<file path="src/rtl/tri_unpacker.sv">
// Triangle unpacker: dequeues one 256-bit triangle record and streams its
// three vertices to rasterizer setup over a valid/ready handshake.
module tri_unpacker #(
  parameter bit CULL_DEGENERATE = 1'b0
) (
  input  logic         clk,
  input  logic         rst,
  input  logic         q_empty,
  input  logic [255:0] q_data,
  output logic         deq,
  output logic         vtx_valid,
  input  logic         vtx_ready,
  output logic [15:0]  vtx_x,
  output logic [15:0]  vtx_y,
  output logic [15:0]  vtx_z,
  output logic [31:0]  vtx_color,
  output logic [1:0]   vtx_idx,
  output logic         vtx_last,
  output logic [15:0]  tri_id,
  output logic [15:0]  tri_cnt,
  output logic [15:0]  drop_cnt
);

  typedef enum logic [1:0] {IDLE, REQ, LOAD, EMIT} state_t;

  state_t        state;
  logic          armed;
  logic [255:0]  hold;
  logic [79:0]   vsel;
  logic          degenerate;

  // xy of vertex k lives in the low 32 bits of its 80-bit slot
  assign degenerate = CULL_DEGENERATE &&
                      ((q_data[31:0]   == q_data[111:80])  ||
                       (q_data[111:80] == q_data[191:160]) ||
                       (q_data[31:0]   == q_data[191:160]));

  always_comb begin
    vsel = hold[79:0];
    case (vtx_idx)
      2'd0:    vsel = hold[79:0];
      2'd1:    vsel = hold[159:80];
      default: vsel = hold[239:160];
    endcase
  end

  assign vtx_x     = vsel[15:0];
  assign vtx_y     = vsel[31:16];
  assign vtx_z     = vsel[47:32];
  assign vtx_color = vsel[79:48];
  assign vtx_last  = (vtx_idx == 2'd2);
  assign tri_id    = hold[255:240];

  // armed holds off the first request for one cycle after reset release
  always_ff @(posedge clk or posedge rst) begin
    if (rst) begin
      state     <= IDLE;
      armed     <= 1'b0;
      deq       <= 1'b0;
      vtx_valid <= 1'b0;
      vtx_idx   <= 2'd0;
      hold      <= '0;
      tri_cnt   <= 16'd0;
      drop_cnt  <= 16'd0;
    end else begin
      armed <= 1'b1;
      case (state)
        IDLE: begin
          if (armed && !q_empty) begin
            state <= REQ;
            deq   <= 1'b1;
          end
        end
        REQ: begin
          deq   <= 1'b0;
          state <= LOAD;
        end
        LOAD: begin
          if (degenerate) begin
            drop_cnt <= drop_cnt + 16'd1;
            state    <= IDLE;
          end else begin
            hold      <= q_data;
            vtx_idx   <= 2'd0;
            vtx_valid <= 1'b1;
            state     <= EMIT;
          end
        end
        EMIT: begin
          if (vtx_ready) begin
            if (vtx_idx == 2'd2) begin
              vtx_valid <= 1'b0;
              vtx_idx   <= 2'd0;
              tri_cnt   <= tri_cnt + 16'd1;
              state     <= IDLE;
            end else begin
              vtx_idx <= vtx_idx + 2'd1;
            end
          end
        end
        default: state <= IDLE;
      endcase
    end
  end

endmodule
</file>
<file path="config.mk">
export PLATFORM = sky130hd
export DESIGN_NAME = tri_unpacker
export DESIGN_NICKNAME = d
export VERILOG_FILES = /design/src/rtl/tri_unpacker.sv
export SDC_FILE = /design/constraint.sdc
export NUM_CORES = 1
export LEC_CHECK = 0
export ABC_AREA = 1
export CORE_UTILIZATION = 47
export DETAILED_ROUTE_END_ITERATION = 8
export MAX_ROUTING_LAYER = met4
export PLACE_DENSITY_LB_ADDON = 0.05
export REMOVE_ABC_BUFFERS = 1
export SYNTH_ARGS = -nofsm -noshare
export SYNTH_HDL_FRONTEND = slang
export SYNTH_SLANG_ARGS = --single-unit
</file>
<file path="constraint.sdc">
create_clock -name clk -period 11 [get_ports clk]
set_input_delay 2.2 -clock clk [delete_from_list [all_inputs] [get_ports clk]]
set_output_delay 2.2 -clock clk [all_outputs]
set_load 0.05 [all_outputs]
</file>
Word level (Yosys, flattened, before mapping)

Cells that the tools add are included.

Register bits after elaboration: 279
Bits of input ports: 260
Output and inout bits: 133

Eq/ne operators: 8
Add/subtract/negate cells: 2
Multiplexer cells: 13
Reduce and logical (&&, ||, !) cells: 11

Operators with widths:

| operator              | number |
|---|---|
| $pmux 80 s2           | 1 |
| $add 16x1->16 const B | 1 |
| $mux 2                | 5 |
| $reduce_and 3->1      | 3 |
| $pmux 2 s4            | 1 |
| $eq 2x2->1 const B    | 3 |
| $ne 2x2->1 const B    | 3 |
| $eq 2x1->1 const B    | 2 |
| $logic_not 2->1       | 2 |
| $pmux 1 s2            | 2 |
| $pmux 2 s2            | 1 |
| $reduce_and 2->1      | 2 |
| $reduce_bool 2->1     | 2 |
| $mux 1                | 3 |
| $add 2x1->2 const B   | 1 |
| $logic_and 1x1->1     | 1 |
| $logic_not 1->1       | 1 |

Logic depth before layout (Yosys ltp)

Gate-level depths: netlist (run 1).

Depth after elaboration: 4
Depth in mapped cells: 8
Mapped depth without buffers: 8

Least setup slack after synthesis (run 1)

OpenSTA, ideal clock, no wires.

Path kind: register to output
From: register vtx_idx[1]
To: output port vtx_color[11]
Cell stages (with the launch flop): 6
Data required time: 8.800 ns
Path slack: 6.491 ns
Buffers on the path: 2
Arrival: 2.309 ns
Cells stage by stage: dfrtp_1 -> buf_4 -> inv_2 -> nand2_2 -> clkbuf_1 -> o21ai_0

Word-level cells in the longest chain between the ends: 2
Elaborated cells between the ends (all ways): 3

Ends and longest elaborated chain:

| what                                                 | line | source |
|---|---|---|
| start, declared                                      | 17   | `output logic [1:0] vtx_idx,` |
| start signal, assigned                               | 97   | `vtx_idx <= vtx_idx + 2'd1;` |
| $eq 2x1->1 / $logic_not 2->1 (equally long branches) | 40   | `case (vtx_idx)` |
| $pmux 80 s2 (*)                                      | 40   |  |
| end, declared                                        | 16   | `output logic [31:0] vtx_color,` |

Mark *: on every way between the ends. The rest lies on a longest branch, timed or not.

Final worst setup path (run 1)

From: register vtx_idx[1]
To: output port vtx_x[5]

Word-level cells in the longest chain between the ends: 2
Elaborated cells between the ends (all ways): 3

Ends and longest elaborated chain:

| what                                                 | line | source |
|---|---|---|
| $eq 2x1->1 / $logic_not 2->1 (equally long branches) | 40   |  |
| $pmux 80 s2 (*)                                      | 40   |  |
| end, declared                                        | 13   | `output logic [15:0] vtx_x,` |

Marks and branches as above.

==> results of run 1 <==
[power by group]
group          leakage [uW]  internal (uW)  switching [uW]
registers           0.00344           1520             215
clock network      0.000526            648             412
logic               0.00431            933            2040
total               0.00827           3100            2670
[worst max-delay path, stage by stage, from the launching register on]
cell and delay [ns]:
dfrtp_2 0.38, buf_4 0.68, inv_2 0.37, nand2_2 0.50
buf_4 0.54, o221ai_1 0.21, clkdlybuf4s50_1 0.74
[final cells by class]
cell class              count  area, um2  share of cell area
repair buffers            384       3840               0.224
clock buffers              49        973              0.0569
flip-flops and latches    279       6980               0.408
diodes                      6       15.0            0.000878
well taps                 330        413              0.0241
multi-input cells         959       4340               0.254
clock inverters             7       91.3             0.00534
inverters                 117        449              0.0263
[cells by family (layout without fill, tap and decap cells)]
group / after synthesis / count (layout) / synth area share
other: 2 / 23 / 0.000608
DFF: 279 / 279 / 0.566
xor gates and xnor gates: 6 / 6 / 0.00487
AOI/OAI and AO/OA: 249 / 249 / 0.119
buffers and inverters: 230 / 557 / 0.0882
and+or+nand+nor: 680 / 680 / 0.215
adders and majority gates: 7 / 7 / 0.00709
[layer usage]
layer,wire length [um],global-route usage,part of all wire,up-vias
met5,0,-,0,-
met4,1450,0.116,0.043,0
met3,2880,0.0750,0.085,79
met2,16000,0.408,0.47,366
met1,13700,0.311,0.40,4927
li1,-,-,-,5167
[stage by stage]
step / area, um2 / hold WS, ns / cells
floorplan: 11800 / 0.442 / 1355
global placement: 16000 / 0.454 / 2069
detailed placement: 16000 / 0.458 / 2069
CTS: 17100 / 0.473 / 2125
global route: 17100 / 0.488 / 2131
finish: 17100 / 0.469 / 2131
[flip-flops by register name (all words and copies together), names as in the netlist]
| signal | cells |
|---|---|
| tri_cnt | 16 |
| deq | 1 |
| hold | 256 |
| armed | 1 |
| vtx_idx | 2 |
| state | 2 |
| vtx_valid | 1 |
[cells in the mapped netlist (all sizes together)]
cell    count  area (um2)
nand2     645        2420
dfrtp     279        6980
o21ai     165         826
inv       117         439
buf        88         556
a22oi      67         503
clkbuf     25        93.8
nor2       18         106
o221ai     15         131
ha          7        87.6
nand3       7        35.0
nand3b      6        45.0
xor2        4        42.6
nand4       3        33.8
a21oi       2        10.0
conb        2        7.51
xnor2       2        17.5
and2        1        6.26
[final timing paths]
path | startpoint | endpoint | slack, ns | depth (start not counted)
setup / recovery | vtx_idx[1] | vtx_x[5] | 4.75 | 6
hold / removal | hold[192] | hold[192] | 0.47 | 2
setup reg to reg | state[0] | vtx_idx[0] | 7.79 | 7
hold reg to reg | hold[192] | hold[192] | 0.47 | 2
max in group asynchronous | rst | hold[108] | 7.34 | 3
min in group asynchronous | rst | hold[150] | 2.20 | 2
==> metrics.yaml, run 1 <==
outcome:
  status: "complete, no violations"
global_routing:
  antenna_found_initial: 6
  grt_pass1_wl_mm: 53.0
  grt_pass1_vias: 10200
  gr-usage-all-layers: 0.260
  grt-ovfl-total: 0
  grt_max_degree: 171
clock_tree:
  clk_pin_slew_ns: 0.06
  clock_sinks: 279
  numCtsBuffers: 30
  cts_tree: "yes"
  hold_buffers: 0
  clk-insertion-delay-late_ns: 0.54
  clockBufferDepth: 3
  cts.repair.resized: 0
  htreeDepth: 1
  cts-root-buf: "clkbuf_16"
  post-cts-setup-buffer-count: 0
placement:
  gp_congestion: 0.826
  pre_cts_ws_ns: 5.25
  port_buffers: 376
  dpl.hpwl_mm: 22.7
routing:
  ant_nets: 0
  drt_iter0_drc: 833
  firstDrtPassIters: 5
  viasPerCell: 4.95
  wirelength_mm: 34.0
  routed-via-count: 10500
  drcViolationCount: 0
  wire_per_inst_um: 16.0
yosys:
  synth_area_um2: 12300
  yosysSeqAreaShare: 0.566
  synth_area_per_cell_um2: 8.50
  ys_types: 26
  ys_ff_latch: 279
  synth_cells: 1453
  synth.yosys.warnings: 0
sta:
  relSlewSlack: 0.304
  tightest_slew_ns: 1.04
  slew_viol_final: 0
  rsz0062_at_grt: "false"
  layout_min_cycle_time_ns: 6.25
  finalClockSkew_ns: 0.0186
  fmax_ghz: 0.160
  hold_viol: 0
  tns_ns: 0
  period_share: 0.568
  fin_ws_ns: 4.75
  finalSetupViolations: 0
cells_and_area:
  nFillCells: 2142
  final_net_count: 2038
  drive_gt1_frac: 0.0401
  final_common_cell: "nand2_1"
  fin_util: 0.672
  area_growth_pct: 38.6
  layout_common_cells: "644 x nand2_1, 376 x clkdlybuf4s50_1, 278 x dfrtp_1"
critical_path:
  critical_path.max_fanout: 70
  crit_path_start_kind: "register"
  cp.required_ns: 8.80
  arrival_ns: 4.05
  end_kind: "output pin"
  critPathKind: "reg2out"
power:
  p_leak_uw: 0.00827
  ir_worst_vdd_uv: 219
  powerDensity_nw_per_um2: 337
  total_power_uw: 5770
worst_hold_path:
  hold_path.class: "reg2reg"
floorplan:
  top_level_ports: 393
  fp.dieW_um: 164
  num_rows: 58
  die_y_um: 164
  core_area_um2: 25500
  dieArea_um2: 26900
  initial_utilization: 0.485
run:
  maxCapViolCount: 0
No activity file was read; power rests on OpenSTA's default activity.
==> run 2, diff against run 1 <==
--- a/config.mk
+++ b/config.mk
@@ -6,7 +6,7 @@
 export NUM_CORES = 1
 export LEC_CHECK = 0
 export ABC_AREA = 1
-export CORE_UTILIZATION = 47
+export CORE_UTILIZATION = 42
 export DETAILED_ROUTE_END_ITERATION = 8
 export MAX_ROUTING_LAYER = met4
 export PLACE_DENSITY_LB_ADDON = 0.05
==> constraint.sdc (replaced) <==
create_clock -name clk -period 5.3 [get_ports clk]
set_input_delay 1.06 -clock clk [delete_from_list [all_inputs] [get_ports clk]]
set_output_delay 1.06 -clock clk [all_outputs]
set_load 0.05 [all_outputs]
==> run 2 against run 1 <==
  * First-iteration DRC count decreased by 6.5%
  * Largest cell class unchanged
  * Sequential share of layout area fell by 0.54 points
  * Critical path depth down 1
  * Worst hold slack worse by 0.0018 ns
  * Sequential power is 110% higher
  * Critical endpoint is now vtx_color[14]
==> metrics.yaml, run 2 (synthesis results as in run 1) <==
outcome:
  status: "complete, no violations"
sta:
  period_share: 0.809
  rsz0062_at_grt: "false"
  relSlewSlack: 0.315  # +0.0110
  slew_viol_final: 0  # unchanged
  layout_min_cycle_time_ns: 4.29
  whs_ns: 0.467  # -0.00183 ns
  tightest_slew_ns: 1.03  # -0.0141 ns
  finalSetupViolations: 0  # unchanged
  finalClockSkew_ns: 0.0137  # -0.00493 ns
  fmax_ghz: 0.233
  hold_viol: 0  # unchanged
floorplan:
  core_area_um2: 28800  # +13%
  fp.dieW_um: 173  # +5.7%
  initial_utilization: 0.429  # -0.0557
  die_y_um: 173  # +5.7%
  top_level_ports: 393  # unchanged
  dieArea_um2: 30100  # +12%
  num_rows: 62  # +6.9%
routing:
  drt_iter0_drc: 779  # -6.5%
  routed-via-count: 10400  # -1.1%
  ant_nets: 0  # unchanged
  wirelength_mm: 34.4  # +1.1%
  firstDrtPassIters: 4  # -1
  drcViolationCount: 0  # unchanged
  wire_per_inst_um: 15.7  # -1.7%
  viasPerCell: 4.75  # -3.9%
placement:
  port_buffers: 376  # unchanged
  dpl.hpwl_mm: 22.7  # about the same
  gp_congestion: 0.820  # -0.70%
critical_path:
  cp.required_ns: 4.24  # -4.56 ns
  critPathKind: "reg2out"
  crit_path_end: "vtx_color[14]"
  arrival_ns: 3.23  # -0.82 ns
  crit_path_start_kind: "register"
  critical_path.max_fanout: 39  # -44%
  slowest_stage: "clkdlybuf4s50_1"
  cp-startpoint: "vtx_idx[1]"
  rr_worst_depth: 5  # -2
  r2r-end: "hold[115]"
  rr_startpoint: "state[0]"
  cpPeakStageDelay_ns: 0.84  # +0.10 ns
  r2r_setup_slack_ns: 2.31  # -5.48 ns
  cp_cell_sequence: "inv_2 -> nand2_2 -> buf_4 -> o21ai_0 -> clkdlybuf4s50_1"
  end_kind: "output pin"
worst_hold_path:
  hold_path.class: "reg2reg"
cells_and_area:
  top_register: "hold"
  nFillCells: 2572  # +20%
  top_regs: "hold (256), tri_cnt (16)"
  multi_input_area_um2: 4340  # unchanged
  final_common_cell: "nand2_1"
  drive_gt1_frac: 0.0433  # +0.00322
  final_net_count: 2046  # +0.39%
  seq_area_um2: 6990  # about the same
  layout_common_cells: "644 x nand2_1, 376 x clkdlybuf4s50_1, 278 x dfrtp_1"
  area_growth_pct: 40.5
  largest_reg_flops: 256  # unchanged
global_routing:
  grt-ovfl-total: 0  # unchanged
  antenna_found_initial: 9  # +3
  grt_pass1_vias: 10400  # +2.2%
  globalRouteMet1Util: 0.307  # -0.00389
  busiest_layer: "met2"
  grt_max_degree: 136  # -20%
  met2_usage: 0.361  # -0.0465
  grt_pass1_wl_mm: 55.3  # +4.3%
  met3_usage: 0.0627  # -0.0123
  gr-usage-all-layers: 0.239  # -0.0215
clock_tree:
  clk_pin_slew_ns: 0.06  # about the same
  post-cts-setup-buffer-count: 0  # unchanged
  cts_tree: "yes"
  htreeDepth: 2  # +1
  cts-root-buf: "clkbuf_16"
  numCtsBuffers: 34  # +13%
  clk-insertion-delay-late_ns: 0.50  # -0.04 ns
  clockBufferDepth: 3  # unchanged
  cts.repair.resized: 0  # unchanged
  clock_sinks: 279  # unchanged
  hold_buffers: 0  # unchanged
power:
  total_power_uw: 12200  # +110%
  p_leak_uw: 0.00835  # +0.93%
  powerDensity_nw_per_um2: 704  # +110%
  ir_worst_vdd_uv: 420  # +91%
run:
  maxCapViolCount: 0  # unchanged
run 2: changes by cell type in the layout (fill, tap and decap cells not counted), moves of 2 or more:
cell       change
diode_2        +3
clkbuf_8       -9
clkinv_2       +2
clkbuf_16      +6
buf_12         +2
buf_4          +2
bufinv_16      +2
run 2: area by class of cell:
type                    count  area share
diodes                      9     0.00130
well taps                 384      0.0277
clock inverters            12     0.00981
multi-input cells         959       0.251
inverters                 117      0.0260
repair buffers            388       0.224
clock buffers              45      0.0574
flip-flops and latches    279       0.403
run 2: critical path, delay by kind of cell, from the launching register on:
family / cells / cell delay (ns)
AO/OA/AOI/OAI: 1 / 0.26
flip-flops: 1 / 0.50
buffers and inverters: 3 / 1.52
AND/OR/NAND/NOR: 1 / 0.40
run 2: stage by stage:
stage | area (um2) | utilization | TNS (ns) | worst slack, ns | cells
after floorplan | 11800 | - | -1880.48 | -5.28 | 1355
after global placement | 16200 | 0.561 | 0 | 1.59 | 2127
after global routing | 17300 | 0.603 | 0 | 0.808 | 2193
after detailed placement | 16200 | 0.561 | 0 | 1.52 | 2127
after CTS | 17300 | 0.602 | 0 | 0.940 | 2184
final | 17300 | 0.603 | 0 | 1.01 | 2193
run 2: how the worst min path moves through the flow:
stage | from | endpoint | slack, ns | cells past startpoint
floorplan | hold[0] | hold[0] | 0.44 | 2
global placement | hold[249] | hold[249] | 0.45 | 2
detailed placement | hold[249] | hold[249] | 0.46 | 2
CTS | hold[249] | hold[249] | 0.47 | 2
global route | hold[7] | hold[7] | 0.48 | 2
finish | hold[249] | hold[249] | 0.47 | 2
run 2: per-layer routing:
layer | vias up | wire, um
met2 | 324 | 15800
met5 | - | 0
met1 | 4844 | 14800
met3 | 69 | 2740
li1 | 5183 | -
met4 | 0 | 1080
run 2: report_power, final:
group | internal [uW] | switching, uW | leakage [uW]
clock network | 1510 | 894 | 0.000574
registers | 3150 | 438 | 0.00344
logic | 1950 | 4260 | 0.00434
total | 6620 | 5600 | 0.00835
